===== src/rtl/wordline_ring_buffer_pkg.sv =====
// wordline_ring_buffer_pkg: shared sizing constants, mode encoding and pointer-width helper
package wordline_ring_buffer_pkg;
  localparam int BSIZE = 10;
  localparam int BSIZE_LOG2 = $clog2(BSIZE);
  typedef enum logic {FIFO, OVERWRITE} buf_mode_t;
  function automatic int ptr_w(input int depth);
    return depth > 1 ? $clog2(depth) : 1;
  endfunction
endpackage


===== src/rtl/wordline_ptr_inc.sv =====
// wordline_ptr_inc: modulo-DEPTH pointer increment without power-of-two masking
module wordline_ptr_inc import wordline_ring_buffer_pkg::*; #(
  parameter int DEPTH = BSIZE,
  parameter int PW = ptr_w(DEPTH)
) (
  input  logic [PW-1:0] ptr,
  output logic [PW-1:0] nxt
);
  // wrap from the last slot back to zero
  always_comb nxt = ptr == PW'(DEPTH - 1) ? '0 : ptr + 1'b1;
endmodule


===== src/rtl/wordline_ring_buffer.sv =====
// wordline_ring_buffer: first-word fall-through ring buffer with optional overwrite-oldest mode
module wordline_ring_buffer import wordline_ring_buffer_pkg::*; #(
  parameter int DEPTH = BSIZE,
  parameter int WIDTH = 32,
  parameter int OVERWRITE = 0,
  localparam int CNT_W = $clog2(DEPTH + 1)
) (
  input  logic             clk,
  input  logic             rst,
  input  logic             flush,
  input  logic             push_valid,
  output logic             push_ready,
  input  logic [WIDTH-1:0] push_data,
  output logic             pop_valid,
  input  logic             pop_ready,
  output logic [WIDTH-1:0] pop_data,
  output logic [CNT_W-1:0] count,
  output logic             overflow
);
  localparam int PW = ptr_w(DEPTH);
  localparam buf_mode_t MODE = OVERWRITE != 0 ? buf_mode_t'(1'b1) : FIFO;
  logic [WIDTH-1:0] mem [DEPTH];
  logic [PW-1:0] head, tail, head_nxt, tail_nxt;
  logic push, pop, ovf, full;
  wordline_ptr_inc #(.DEPTH(DEPTH), .PW(PW)) u_head (.ptr(head), .nxt(head_nxt));
  wordline_ptr_inc #(.DEPTH(DEPTH), .PW(PW)) u_tail (.ptr(tail), .nxt(tail_nxt));
  // handshakes and status derived from registered state only
  always_comb begin
    full = count == CNT_W'(DEPTH);
    push_ready = MODE == FIFO ? !full : 1'b1;
    pop_valid = count != '0;
    pop_data = mem[head];
    push = push_valid && push_ready;
    pop = pop_valid && pop_ready;
    ovf = push && !pop && full;
  end
  // storage is written only by accepted pushes; flush and reset leave it intact
  always_ff @(posedge clk)
    if (!rst && !flush && push) mem[tail] <= push_data;
  // pointers, occupancy and overflow pulse; an overwrite drops the oldest entry by advancing head
  always_ff @(posedge clk) begin
    if (rst || flush) begin
      head <= '0;
      tail <= '0;
      count <= '0;
      overflow <= 1'b0;
    end else begin
      if (push) tail <= tail_nxt;
      if (pop || ovf) head <= head_nxt;
      count <= count + CNT_W'(push && !ovf) - CNT_W'(pop);
      overflow <= ovf;
    end
  end
endmodule


===== config.mk =====
export PLATFORM = sky130hd
export DESIGN_NAME = wordline_ring_buffer
export DESIGN_NICKNAME = d
export VERILOG_FILES = /design/src/rtl/wordline_ring_buffer_pkg.sv /design/src/rtl/wordline_ptr_inc.sv /design/src/rtl/wordline_ring_buffer.sv
export SDC_FILE = /design/constraint.sdc
export NUM_CORES = 1
export LEC_CHECK = 0
export ABC_AREA = 1
export CAP_MARGIN = 20
export CORE_AREA = 2 2 157 313
export CTS_CLUSTER_DIAMETER = 150
export DETAILED_ROUTE_END_ITERATION = 7
export DIE_AREA = 0 0 159 315
export DONT_BUFFER_PORTS = 1
export PLACE_DENSITY = 0.45
export SLEW_MARGIN = 20
export SYNTH_ARGS = -nofsm -noshare
export SYNTH_HDL_FRONTEND = slang
export SYNTH_SLANG_ARGS = --single-unit

===== constraint.sdc =====
create_clock -name clk -period 4.2 [get_ports clk]
set_clock_uncertainty 0.1 [all_clocks]
set_input_delay 0.42 -clock clk [delete_from_list [all_inputs] [get_ports clk]]
set_output_delay 0.42 -clock clk [all_outputs]
set_load 0.02 [all_outputs]

### Word level (Yosys, flattened, before mapping)

Memories as Yosys holds them, arrays and structs flattened. A register that Yosys moved wholly into a read port is not among the register bits.
Index checks and enable logic that the tools add are counted.

| operators by class | value |
|---|---|
| add/subtract/negate cells | 4 |
| equality and inequality tests | 3 |
| muxes and demuxes | 6 |
| reduce and logical (&&, ||, !) cells | 15 |

Operators with widths:

| operator | count |
|---|---|
| 4-bit 2-to-1 mux | 4 |
| 4-bit equality test, second input constant | 3 |
| 4-bit by 1-bit adder with 4-bit output, second input constant | 2 |
| 1-bit logical AND | 7 |
| 1-bit zero test | 5 |
| 4-bit by 1-bit adder with 4-bit output | 1 |
| 4-bit nonzero test | 1 |
| 4-bit by 1-bit subtractor with 4-bit output | 1 |
| 1-bit logical OR | 2 |
| 1-bit 2-to-1 mux | 2 |

| word-level totals | value |
|---|---|
| register bits | 13 |
| bits in writable memories | 320 |
| input bits | 37 |
| output and inout bits | 39 |
| logic and storage cells | 33 |
| memories | 1 |

Memory list:

| memory | depth | width | rd ports | clocked after Yosys merged registers in | wr ports | line | RTL |
|---|---|---|---|---|---|---|---|
| mem | 10 | 32 | 1 | 1 | 1 | wordline_ring_buffer.sv:22 | `logic [WIDTH-1:0] mem [DEPTH];` |

### Longest topological paths before layout

Gate-level depths: netlist of the first run.

| depth | value |
|---|---|
| word-level depth | 9 |
| depth in mapped cells | 13 |
| gate-level depth less buffers | 13 |

### Hierarchy

From an unflattened synthesis of the first run, not the netlist that was laid out.

| second synthesis, totals | value |
|---|---|
| cells, all modules | 1342 |
| area, all modules | 14272.4 um^2 |

By module, submodules not included:

| module | times used | cells each | area an instance (um^2) | seq. area each (um^2) |
|---|---|---|---|---|
| wordline_ring_buffer | 1 | 1310 | 14119.8 | 9949.5 |
| wordline_ptr_inc | 2 | 16 | 76.3 | 0.0 |

### Worst setup path before layout of the first run

OpenSTA, ideal clock, no wires.

| timing | value |
|---|---|
| path type | flip-flop to flip-flop |
| start point | register count[2] |
| end point | memory mem[8][0], enable pin |
| library setup time | 502 ps |
| data arrival time | 4183 ps |
| required time | 3598 ps |
| path slack | -584 ps |
| stages on the path, launching flop included | 6 |
| buffers on the path | 0 |
| period minus slack after synthesis | 4784 ps |
| path through | dfxtp_1 inv_1 ha_1 nand3_1 nand2_1 nor4_1 |

| between the ends | value |
|---|---|
| cells in the longest elaborated chain, start to end | 6 |

Ends and longest elaborated chain:

| what | line | RTL |
|---|---|---|
| from (decl) | wordline_ring_buffer.sv:17 | `output logic [CNT_W-1:0] count,` |
| from (signal assigned) | wordline_ring_buffer.sv:50 | `count <= count + CNT_W'(push && !ovf) - CNT_W'(pop);` |
| 4-bit equality test | wordline_ring_buffer.sv:29 | `full = count == CNT_W'(DEPTH);` |
| 1-bit zero test | wordline_ring_buffer.sv:30 | `push_ready = MODE == FIFO ? !full : 1'b1;` |
| net push_ready | wordline_ring_buffer.sv:12 | `output logic push_ready,` |
| 1-bit logical AND | wordline_ring_buffer.sv:33 | `push = push_valid && push_ready;` |
| 1-bit logical AND | wordline_ring_buffer.sv:39 | `if (!rst && !flush && push) mem[tail] <= push_data;` |
| 1-bit 2-to-1 mux | wordline_ring_buffer.sv:39 |  |
| 1-bit 2-to-1 mux (not written as such) | wordline_ring_buffer.sv:39 |  |
| to (decl) | wordline_ring_buffer.sv:22 |  |

The timed path passes the listed nets, and every way through them passes these cells.

### Worst setup path after layout of the first run

| timing | value |
|---|---|
| start point | register count[2] |
| end point | memory mem[6][0], enable pin |

Same word-level chain as after synthesis.

==> impl_metrics.toml, run 1 <==
[final_layout]
fill_cells = 4906
drive_gt1_share_pct = 6.20
fin_nets = 1405
n_antenna_cell = 0
area_growth_syn_to_layout_pct = 15.1

[grt]
grt_first_pass_wirelength_mm = 55.5
antenna_found_initial = 0
grt_remaining_overflow = 0
grt_max_degree = 161
grt_pass1_vias = 8866
grt_use_total_pct = 14.4

[place]
place_congestion = 0.738
dp.final_hpwl_mm = 20.9
io_buffer_count = 0
pre_cts_ws_ps = 1060

[drt]
num_vias = 8996
drtIter0Drc = 471
routed_wl_mm = 35.9
route.detailed.drc = 0
ant_nets = 0
viasPerCell = 4.44
first_pass_iters = 5
wl_per_cell_um = 17.7

[timing]
setup_viol = 0
timing.slew.headroom_pct = 29.2
timing.final.crit_share_pct = 74.5
final.setup.tns_ps = 0
worst_slack_ps = 1070
fmax_ghz = 0.319
worst_slew_pin_slew_ps = 1060
rsz0062_at_grt = "false"
period_needed_ps = 3130
hold_viol = 0
drv_slew = 0
holdWs_ps = 31.9

[yosys]
yosysTopAreaCell = "edfxtp_1"
netlist_area_sq_mm = 0.0142
synth_cell_types = 26
syn_avg_cell_area_sq_um = 10.7
netlist.area_leader.share_pct = 67.6
synth_seq_area_share_pct = 70.0
synth.ff_latch_count = 337
netlist_instances = 1332
yosys_warnings = 0
synth_nets = 1375
ys_top_cells_by_area = "edfxtp_1, nand2_1, nand3_1, inv_1, dfxtp_1"

[floorplanning]
fp.dieW_um = 159
rows = 114
dieArea_sq_mm = 0.0501
die_h_um = 315
initial_core_util_pct = 29.6
boundaryPins = 76
core_area_sq_mm = 0.0479

[clock_network]
clockRootBuffer = "clkbuf_16"
clkSinkCount = 337
clock_path_buffers = 3
clk_latency_ps = 520
cts_buffers = 34
cts_tree = "built"
htreeDepth = 2
clkTransAtPathRegs_ps = 70

[power_and_ir_drop]
powerDensity_mw_per_mm2 = 430
p_leak_nw = 6.49
peakVddDrop_mv = 0.312

[critical_path]
critPathCaptureType = "flip-flop"
path_cells = "inv_1 > ha_1 > nand3_1 > nand2_1 > nor2_1 > nand3_1 > nor2_4 > buf_12"
critPathSlowestCell = "nor2_4"
slowest_delay_ps = 590
worst_setup_path_start_kind = "flip-flop"
worstSetupPathType = "flip-flop to flip-flop"
worstPathMaxFanout = 17
crit_required_ps = 4330
path_common_cell = "nand3_1"
crit_arrival_ps = 3260

[run_status]
status = "finished, final reports clean"

[worst_hold_path]
hold_class = "input pin to flip-flop"

[flow_run]
drv_cap = 0
-- power breakdown --
group,internal (mW),total (mW),switching (mW)
sequential,3.69,3.70,0.0124
clock,1.70,2.99,1.29
combinational,0.0831,0.330,0.247
total,5.48,7.02,1.55
-- layout by cell type, fill, tap and decap left out, drive strengths merged --
cell type / instances
o21ai: 36
nand4: 1
inv: 216
nand2: 377
and2: 1
o211ai: 1
fa: 1
ha: 5
a21oi: 4
bufinv: 3
dfxtp: 17
nand3: 201
conb: 1
clkinv: 16
edfxtp: 320
nand3b: 1
dlygate4sd3: 35
xnor2: 1
nor2: 90
nor4: 1
clkbuf: 40
buf: 20
-- cells by family (layout without fill, tap and decap cells) --
logic type	after synthesis	count (layout)	share of synthesized area, %
AND/OR/NAND/NOR	672	672	19.7
buffers and inverters	274	330	8.17
AO/OA/AOI/OAI	41	41	1.46
adder cells (fa/ha/maj)	6	6	0.581
flip-flops	337	337	70.0
XOR/XNOR	1	1	0.0617
other	1	1	0.0264
-- synth_stat cells --
cell / n
o211ai_1: 1
nand4_1: 1
nor2_4: 1
nor4_1: 1
a21oi_1: 4
edfxtp_1: 320
ha_1: 5
nand2_1: 377
buf_8: 1
fa_1: 1
nand3_1: 201
inv_4: 1
inv_2: 2
nor2_1: 89
clkbuf_1: 13
nand3b_1: 1
conb_1: 1
and2_1: 1
xnor2_1: 1
buf_2: 25
dfxtp_1: 17
buf_4: 1
inv_1: 210
buf_1: 10
o21ai_0: 36
buf_6: 11
-- critical path: cells and delay by family, from the launching register on --
kind / cells / cell delay [ps]
fa+ha+maj: 1 / 230
simple gates: 5 / 1670
buf+inv: 2 / 370
flops: 1 / 450
-- final cells by class --
class                      count  area [sq um]  area share, %
timing repair buffer          55           538           3.29
clock inverter                22           196           1.20
tap                          638           798           4.88
inverter                     213           802           4.90
clock buffer                  40           883           5.40
sequential                   337          9960           60.9
multi-input combinational    721          3180           19.4
-- final timing paths --
kind,start,slack (ps),to,cells after the start
max,count[2]$_SDFF_PP0_,1070,mem[6][0]$_DFFE_PP_,8
max reg2reg,count[2]$_SDFF_PP0_,1070,mem[6][0]$_DFFE_PP_,8
min reg2reg,head[2]$_SDFFE_PP0N_,400,flip-flop,2
min,pop_ready,30,flip-flop,3
-- metal layers --
layer	vias up	track usage [%]	wire length (um)
li1	4399	-	-
met3	41	2.53	1690
met1	4329	19.8	16700
met4	0	3.78	667
met5	-	0	0
met2	227	23.6	16900
-- through the flow --
| stage | total power [mW] | cells | cell area (sq um) | utilization, % |
|---|---|---|---|---|
| final | 7.02 | 2026 | 16400 | 34.1 |
| after global routing | 7.27 | 2026 | 16400 | 34.1 |
| after CTS | 7.12 | 2026 | 16400 | 34.1 |
| after detailed placement | 4.04 | 1929 | 14900 | 31.1 |
| after global placement | 4.03 | 1929 | 14900 | 31.1 |
| after floorplan | 3.97 | 1332 | 14200 | - |
-- what timing repair did --
action	CTS	global route
hold buffers	35	0
endpoints found under the hold margin	327	0
buffers inserted	0	0
resized for setup	0	0
setup endpoints to repair	0	0
-- sequential cells by signal, indices dropped and copies added, names as in the netlist, named ones only --
| signal | cells |
|---|---|
| mem | 320 |
| head | 4 |
| count | 4 |
| overflow | 1 |
| tail | 4 |
Note: power is estimated with default switching activity, not from simulation.
==> inputs of run 2 (changes only) <==
==> constraint.sdc (replaced) <==
create_clock -name clk -period 2.7 [get_ports clk]
set_clock_uncertainty 0.1 [all_clocks]
set_input_delay 0.27 -clock clk [delete_from_list [all_inputs] [get_ports clk]]
set_output_delay 0.27 -clock clk [all_outputs]
set_load 0.02 [all_outputs]
==> run 2 against run 1 <==
Compared with the run above: clock power is 52% higher; sequential power rose by 56%; register-to-register slack worse by 820 ps; final cell count up 1.2%; count of clock-buffer cells in the layout increased by 9; die area did not move; critical endpoint is now pop_data[27].
==> impl_metrics.toml, run 2 (synthesis results as in run 1) <==
[clock_network]
clockRootBuffer = "clkbuf_16"
clk_latency_ps = 520
clkSinkCount = 337
cts_tree = "built"
cts_buffers = 34
htreeDepth = 2
clkTransAtPathRegs_ps = 60
post_cts_buffers = 0
clock_path_buffers = 3

[grt]
grt_remaining_overflow = 0
grt_first_pass_wirelength_mm = 54.7
grt_use_total_pct = 14.1
antenna_found_initial = 4
grt_pass1_vias = 9165
grt_max_degree = 65

[timing]
worst_slack_ps = 153
period_needed_ps = 2550
timing.slew.headroom_pct = 47.7
worst_slew_pin_slew_ps = 785
drv_slew = 0
holdWs_ps = 86.6
fmax_ghz = 0.393
setup_viol = 0
hold_viol = 0
timing.final.crit_share_pct = 94.3
final.setup.tns_ps = 0
rsz0062_at_grt = "false"

[final_layout]
fill_cells = 4856
drive_gt1_share_pct = 7.52
layout_common_cells = "nand2_1, edfxtp_1, inv_1"
layout_commonest_cell = "nand2_1"
fin_area_sq_mm = 0.0167
area_growth_syn_to_layout_pct = 17.7
fin_nets = 1428
top_register = "mem"
largest_register_ffs = 320

[drt]
route.detailed.drc = 0
routed_wl_mm = 35.0
wl_per_cell_um = 17.1
num_vias = 9049
ant_nets = 0
drtIter0Drc = 540
viasPerCell = 4.41
first_pass_iters = 5

[floorplanning]
boundaryPins = 76
core_area_sq_mm = 0.0479
dieArea_sq_mm = 0.0501
die_h_um = 315
initial_core_util_pct = 29.6
rows = 114
fp.dieW_um = 159

[critical_path]
reg2reg_depth = 10
r2r_end = "count[2]$_SDFF_PP0_"
r2r_slack_ps = 250
worst_setup_path_start_kind = "flip-flop"
r2r_start = "count[3]$_SDFF_PP0_"
cp-endpoint = "pop_data[27]"
worstSetupPathType = "flip-flop to primary output"
critPathCaptureType = "primary output"
crit_required_ps = 2330
worstPathMaxFanout = 48
crit_arrival_ps = 2180

[power_and_ir_drop]
p_leak_nw = 6.65
powerDensity_mw_per_mm2 = 648
power_mw = 10.8
peakVddDrop_mv = 0.483

[place]
io_buffer_count = 0
place_congestion = 0.776
dp.final_hpwl_mm = 20.9
placed_cell_area_sq_mm = 0.0152
pre_cts_ws_ps = 295

[run_status]
status = "finished, final reports clean"

[worst_hold_path]
hold_class = "input pin to flip-flop"

[flow_run]
drv_cap = 0
## run 2: repair_timing
item,4_1_cts,5_1_grt
resized for setup,1,6
hold buffers,36,0
setup endpoints to repair,21,14
gates cloned,1,0
hold endpoints to repair,333,0
pin swaps,0,0
## run 2: routing by layer
metal | share of wire, % | vias up | GRT usage (%)
met1 | 45 | 4375 | 18.2
met5 | 0.031 | - | 0
met2 | 49 | 173 | 24.6
met4 | 1.9 | 2 | 3.68
met3 | 4.1 | 53 | 2.55
li1 | - | 4446 | -
## run 2: worst min-delay path by stage
stage,start,end,cells past startpoint
2_1_floorplan,push_data[0],mem[0][0]$_DFFE_PP_,0
3_3_place_gp,push_data[30],mem[8][30]$_DFFE_PP_,0
3_5_place_dp,push_data[31],mem[9][31]$_DFFE_PP_,0
4_1_cts,flush,count[0]$_SDFF_PP0_,3
5_1_grt,flush,count[1]$_SDFF_PP0_,3
6_report,flush,count[0]$_SDFF_PP0_,3
## run 2: per-stage QoR
step	util, %	instances
2_1_floorplan	-	1332
3_3_place_gp	31.8	1950
3_5_place_dp	31.8	1950
4_1_cts	34.9	2047
5_1_grt	34.9	2048
6_report	34.9	2050
## run 2: report_power, final
| part | switching (mW) | total [mW] | internal, mW |
|---|---|---|---|
| registers | 0.0170 | 5.76 | 5.74 |
| clock network | 1.93 | 4.54 | 2.60 |
| logic | 0.383 | 0.541 | 0.158 |
## run 2: area by class of cell
class                   count  area (sq um)  area share [%]
diodes                      3          7.51          0.0449
clock buffers              49           971            5.80
clock inverters            11          81.3           0.486
inverters                 213           807            4.82
multi-input cells         721          3190            19.0
flip-flops and latches    337          9960            59.5
well taps                 638           798            4.77
repair buffers             78           920            5.50
## run 2: worst max-delay path: stages, from the launching register on
cell     delay, ps
dfxtp_4        430
buf_16         260
buf_6          270
nand2_1         90
nand3_1         80
nand3_1        140
nand3_1        160
nand2_1        170
